File: config.mk
export PLATFORM = sky130hd
export DESIGN_NAME = serial_adder_ctl
export DESIGN_NICKNAME = d
export VERILOG_FILES = /design/src/rtl/serial_adder_ctl.sv
export SDC_FILE = /design/constraint.sdc
export NUM_CORES = 1
export LEC_CHECK = 0
export ABC_AREA = 1
export CORE_ASPECT_RATIO = 0.8
export CORE_MARGIN = 2
export CORE_UTILIZATION = 51
export DETAILED_ROUTE_END_ITERATION = 8
export PLACE_DENSITY = 0.79
export SYNTH_ARGS = -nofsm -noshare
export SYNTH_HDL_FRONTEND = slang
export SYNTH_SLANG_ARGS = --single-unit
File: constraint.sdc
create_clock -name clk -period 1.35 [get_ports clk]
set_input_delay 0.27 -clock clk [delete_from_list [all_inputs] [get_ports clk]]
set_output_delay 0.27 -clock clk [all_outputs]
set_load 0.01 [all_outputs]
File: src/rtl/serial_adder_ctl.sv
// serial_adder_ctl: multi-cycle adder that sums two WIDTH-bit operands plus a
// carry-in, DIGIT bits per clock, LSB digit first, with a start/busy/done
// handshake. The result and carry-out are only updated on the last digit and
// stay held until the next run completes.
module serial_adder_ctl #(
    parameter int WIDTH = 8,
    parameter int DIGIT = 1
) (
    input  logic             clk,
    input  logic             rst,
    input  logic             start,
    input  logic [WIDTH-1:0] a,
    input  logic [WIDTH-1:0] b,
    input  logic             cin,
    output logic             busy,
    output logic             done,
    output logic [WIDTH-1:0] sum,
    output logic             cout
);

    localparam int N  = WIDTH / DIGIT;
    localparam int CW = (N > 1) ? $clog2(N) : 1;

    typedef enum logic [1:0] {
        S_IDLE = 2'd0,
        S_RUN  = 2'd1,
        S_DONE = 2'd2
    } state_t;

    state_t             r_state;
    state_t             w_next;
    logic               w_accept;
    logic               w_last;

    logic [WIDTH-1:0]   r_a;
    logic [WIDTH-1:0]   r_b;
    logic [WIDTH-1:0]   r_res;
    logic               r_carry;
    logic [CW-1:0]      r_cnt;

    logic [DIGIT:0]     w_dig;
    logic [WIDTH-1:0]   w_res_next;

    // Digit adder: low slice of each shifted operand plus the running carry.
    // The result register shifts right so digit 0 lands at the bottom after N steps.
    always_comb begin
        w_dig      = {1'b0, r_a[DIGIT-1:0]} + {1'b0, r_b[DIGIT-1:0]}
                   + {{DIGIT{1'b0}}, r_carry};
        w_res_next = (r_res >> DIGIT)
                   | (WIDTH'(w_dig[DIGIT-1:0]) << (WIDTH - DIGIT));
    end

    // State register; reset forces IDLE immediately, even mid-run.
    always_ff @(posedge clk or posedge rst) begin
        if (rst) begin
            r_state <= S_IDLE;
        end else begin
            r_state <= w_next;
        end
    end

    // Next-state and handshake decode; start is only looked at in IDLE or DONE.
    always_comb begin
        w_next   = r_state;
        w_accept = 1'b0;
        w_last   = 1'b0;
        busy     = 1'b0;
        done     = 1'b0;
        case (r_state)
            S_IDLE: begin
                if (start) begin
                    w_accept = 1'b1;
                    w_next   = S_RUN;
                end
            end
            S_RUN: begin
                busy = 1'b1;
                if (r_cnt == CW'(N - 1)) begin
                    w_last = 1'b1;
                    w_next = S_DONE;
                end
            end
            S_DONE: begin
                done = 1'b1;
                if (start) begin
                    w_accept = 1'b1;
                    w_next   = S_RUN;
                end else begin
                    w_next   = S_IDLE;
                end
            end
            default: begin
                w_next = S_IDLE;
            end
        endcase
    end

    // Operand capture, digit-serial shift/accumulate and result publication.
    always_ff @(posedge clk or posedge rst) begin
        if (rst) begin
            r_a     <= '0;
            r_b     <= '0;
            r_res   <= '0;
            r_carry <= 1'b0;
            r_cnt   <= '0;
            sum     <= '0;
            cout    <= 1'b0;
        end else begin
            if (w_accept) begin
                r_a     <= a;
                r_b     <= b;
                r_carry <= cin;
                r_res   <= '0;
                r_cnt   <= '0;
            end else if (r_state == S_RUN) begin
                r_a     <= r_a >> DIGIT;
                r_b     <= r_b >> DIGIT;
                r_res   <= w_res_next;
                r_carry <= w_dig[DIGIT];
                r_cnt   <= r_cnt + 1'b1;
            end
            if (w_last) begin
                sum  <= w_res_next;
                cout <= w_dig[DIGIT];
            end
        end
    end

endmodule

# Yosys cells after proc, flatten, opt, wreduce, memory -nomap -nowiden
# Cells that the tools add are included.
# classes
muxes,20
add_sub_neg,3
eq_ne,5
bitwise,1
n_reduce_logical,4
# op_table
operator,n
8-bit 2-to-1 mux,6
1-bit 2-to-1 mux,9
7-bit by 8-bit bitwise OR with 8-bit output,1
3-bit 2-to-1 mux,2
2-bit one-hot mux with 3 select lines,1
2-bit 2-to-1 mux,2
"2-bit != test, second input constant",2
"3-bit by 1-bit adder with 3-bit output, second input constant",1
"3-bit equality test, second input constant",1
1-bit by 1-bit adder with 2-bit output,1
2-bit by 1-bit adder with 2-bit output,1
"2-bit by 1-bit equality test with 1-bit output, second input constant",1
"2-bit equality test, second input constant",1
2-bit logical NOT,1
2-bit AND reduction,1
2-bit nonzero test,1
2-bit OR reduction,1
# word_totals
out_inout_bits,11
wordCells,41
inputBits,20
register_bits,39

# Logic depth before layout (Yosys ltp)
# logic_depth
word_depth,5
mapped_depth,6
mapped_depth_nobuf,6

# Worst setup path after synthesis
# OpenSTA, ideal clock, no wires.
# synth_path
kind,register to register
startpoint,register r_cnt[0]
endpoint,register cout
synth_period_minus_slack_ps,1156
setup_time_ps,65
path_stages_with_launch,7
t_required_ps,1285
n_path_buf,0
setup_slack_ps,194
arrival_ps,1091
cell_sequence,dfrtp_1 -> ha_1 -> ha_1 -> inv_1 -> nor2_2 -> nand2_1 -> nand2_1
# synth_via
elab_chain_len,3
# synth_lines
item,line,text
"start, declared",39,logic [CW-1:0] r_cnt;
"start signal, assigned",120,r_cnt <= r_cnt + 1'b1;
3-bit equality test,78,if (r_cnt == CW'(N - 1)) begin
1-bit 2-to-1 mux,78,
1-bit 2-to-1 mux,69,case (r_state)
"end signal, assigned",124,cout <= w_dig[DIGIT];
"end, declared",18,output logic cout
# No other way between the ends.
# A chain may end at the register's enable or synchronous reset.

# Worst setup path after layout
# layout_path
startpoint,register r_state[1]
endpoint,output done
# layout_via
elab_chain_len,2
# layout_lines
item,line,text
"start, declared",30,state_t r_state;
"start signal, assigned",58,r_state <= w_next;
2-bit equality test,69,
1-bit 2-to-1 mux,69,
"end, declared",16,"output logic done,"
# No other way between the ends.

==> impl_metrics.json <==
{
  "grt_max_degree": 39,
  "avgRoutedWirePerCell_um": 13.48,
  "clockBufferDepth": 2,
  "overflow": 0,
  "final-seq-area_um2": 950.9,
  "start_util_pct": 53.19,
  "max_stage_delay_ns": 0.39,
  "power.density_mw_per_mm2": 2180,
  "yosys_warnings": 0,
  "min_period_ns": 1.282,
  "ctsRootBufferMaster": "clkbuf_8",
  "worst_setup_path_start_kind": "flip-flop",
  "crit_slowest_cell": "dfrtp_1",
  "cp-end-kind": "output pin",
  "rows": 18,
  "grt_pass1_vias": 1336,
  "cap_violations": 0,
  "ys_types": 15,
  "ys_seq_area_share_pct": 58.37,
  "hp-class": "input pin to asynchronous set/reset pin",
  "p_total_uw": 4633,
  "gp_congestion": 0.8029,
  "drive_above_1_share_pct": 12.61,
  "antenna_found_initial": 0,
  "io_buffer_count": 30,
  "met2WireLength_um": 1863,
  "clock_skew_ns": 0.004320,
  "ff2ff_path_depth": 7,
  "netlist_instances": 182,
  "path_buf_inv": 2,
  "period_share_pct": 94.96,
  "routed_wl_um": 3532,
  "wl_met3_um": 199,
  "mappedNetlistArea_mm2": 0.001629,
  "die_h_um": 54.55,
  "max-vdd-ir-drop_mv": 1.097,
  "m1WireLength_um": 1428,
  "r2r_start": "r_cnt[0]$_DFFE_PP0P_",
  "fin_hold_ws_ns": 0.3322,
  "ff2ff_setup_slack_ns": 0.10,
  "syn-mean-instance-area_um2": 8.951,
  "maxSlewViolCount": 0,
  "die_area_mm2": 0.003665,
  "clock_sink_count": 38,
  "synth_top_area_share_pct": 58.37,
  "hpwl_um": 2473,
  "path_class": "flip-flop to output pin",
  "grt_pass1_wl_um": 5692,
  "path_max_fanout": 2,
  "hold_viol": 0,
  "nFillCells": 252,
  "antennaDiodeCount": 0,
  "multi_input_area_um2": 600.6,
  "drc_errors": 0,
  "final_antenna_net_count": 0,
  "syn_nets": 205,
  "grt_setup_unrepaired": "no",
  "top_layer": "met4",
  "num_io_pins": 31,
  "cts_tree": "built",
  "synth.area.top_cells": "dfrtp_1 58%, nand2_1 16%, nand3_1 12%",
  "slew_headroom_pct": 83.59,
  "setup_viol": 0,
  "critPathArrivalTime_ns": 1.01,
  "gr-usage-all-layers_pct": 21.80,
  "synth-seq-cells": 38,
  "via_count": 1407,
  "htreeDepth": 2,
  "r2r-end": "sum[4]$_DFFE_PP0P_",
  "syn_to_final_growth_pct": 30.41,
  "p_leak_uw": 0.001071,
  "dr.pass1.iters": 4,
  "viasPerCell": 5.370,
  "cts-buffers-inserted": 5,
  "cp_top_family": "flip-flops",
  "tightest_slew_ns": 0.2461,
  "synth_area_leader_cell": "dfrtp_1",
  "fin_nets": 246,
  "path_cells": "inv_1, nor2_2, buf_2",
  "detail_route.iter0.violations": 138,
  "clkSlewWorstSetupHoldPaths_ns": 0.07,
  "clk_latency_ns": 0.29,
  "ctsHoldBuffers": 0,
  "fp.dieW_um": 67.19,
  "coreArea_mm2": 0.003063,
  "fmax_mhz": 780.0,
  "status": "completed",
  "worstPathRequired_ns": 1.08
}
==> cells by family after synthesis <==
family | Yosys count | synth area share (%)
buffers and inverters | 16 | 5.223
AO/OA/AOI/OAI | 8 | 2.457
flip-flops | 38 | 58.37
adder cells (fa/ha/maj) | 3 | 2.765
AND/OR/NAND/NOR | 117 | 31.18
==> layout make-up <==
class,instances,area share [%]
Tap cell,40,2.356
Clock buffer,6,3.887
Multi-Input combinational cell,128,28.27
Timing Repair Buffer,42,19.32
Inverter,8,1.413
Sequential cell,38,44.76
==> registers in the layout (all words and copies together), names as in the netlist <==
name / count
r_carry: 1
r_a: 8
cout: 1
r_state: 2
sum: 8
r_res: 7
r_b: 8
r_cnt: 3
==> timing repair <==
item,CTS,global route
gates resized for setup,17,3
setup endpoints to repair,11,9
buffers inserted,0,1
hold endpoints to repair,0,0
==> worst max path at each step <==
stage	startpoint	endpoint	slack (ns)	cells past startpoint
detailed placement	r_state[1]$_DFFE_PP0P_	done	-0.06	3
global placement	r_state[1]$_DFFE_PP0P_	done	-0.02	3
finish	r_state[1]$_DFFE_PP0P_	done	0.07	3
global route	r_state[0]$_DFFE_PP0P_	sum[4]$_DFFE_PP0P_	0.02	6
CTS	r_state[0]$_DFFE_PP0P_	busy	-0.004	3
floorplan	r_cnt[0]$_DFFE_PP0P_	cout$_DFFE_PP0P_	0.19	6
==> synth_stat cells <==
cell     number
inv_1         7
o21ai_1       1
nor2_1        1
nor2_2        2
o21ai_0       7
nand2_2       3
inv_2         1
buf_2         2
nor2_4        1
dfrtp_1      38
ha_1          2
buf_4         6
fa_1          1
nand2_1      71
nand3_1      39
==> per-layer routing <==
layer	up-vias	GRT usage (%)
li1	667	-
met1	695	26.24
met2	40	37.13
met3	5	8.230
met4	0	6.122
met5	-	0
==> worst min-delay path, cell delays in order <==
cell and delay (ns):
clkdlybuf4s50_1 0.40, inv_1 0.10, buf_12 0.22
==> metrics by stage <==
stage	utilization [%]	instance area, µm²	instances	setup WS (ns)	setup TNS (ns)
floorplan	-	1629	182	0.1937	0
global placement	66.75	2044	255	-0.02149	-0.02149
detailed placement	66.75	2044	255	-0.06403	-0.1639
CTS	69.04	2115	261	-0.003839	-0.003839
global route	69.36	2125	262	0.01836	0
finish	69.36	2125	262	0.06803	0
==> where the power goes <==
part / total [µW] / leakage, µW / internal, µW / switching, µW
clock: 749 / 0.0000431 / 393 / 356
combinational: 1920 / 0.000548 / 838 / 1080
sequential: 1960 / 0.000479 / 1670 / 297
==> placed cells by master, fill, tap and decap left out, drive strengths merged <==
cell type / Yosys / layout
nor2: 4 / 4
clkdlybuf4s50: 0 / 19
fa: 1 / 1
clkbuf: 0 / 6
nand2: 74 / 74
ha: 2 / 2
o21ai: 8 / 8
dfrtp: 38 / 38
inv: 8 / 8
buf: 8 / 14
dlygate4sd2: 0 / 9
nand3: 39 / 39
No activity file was read; power rests on OpenSTA's default activity.
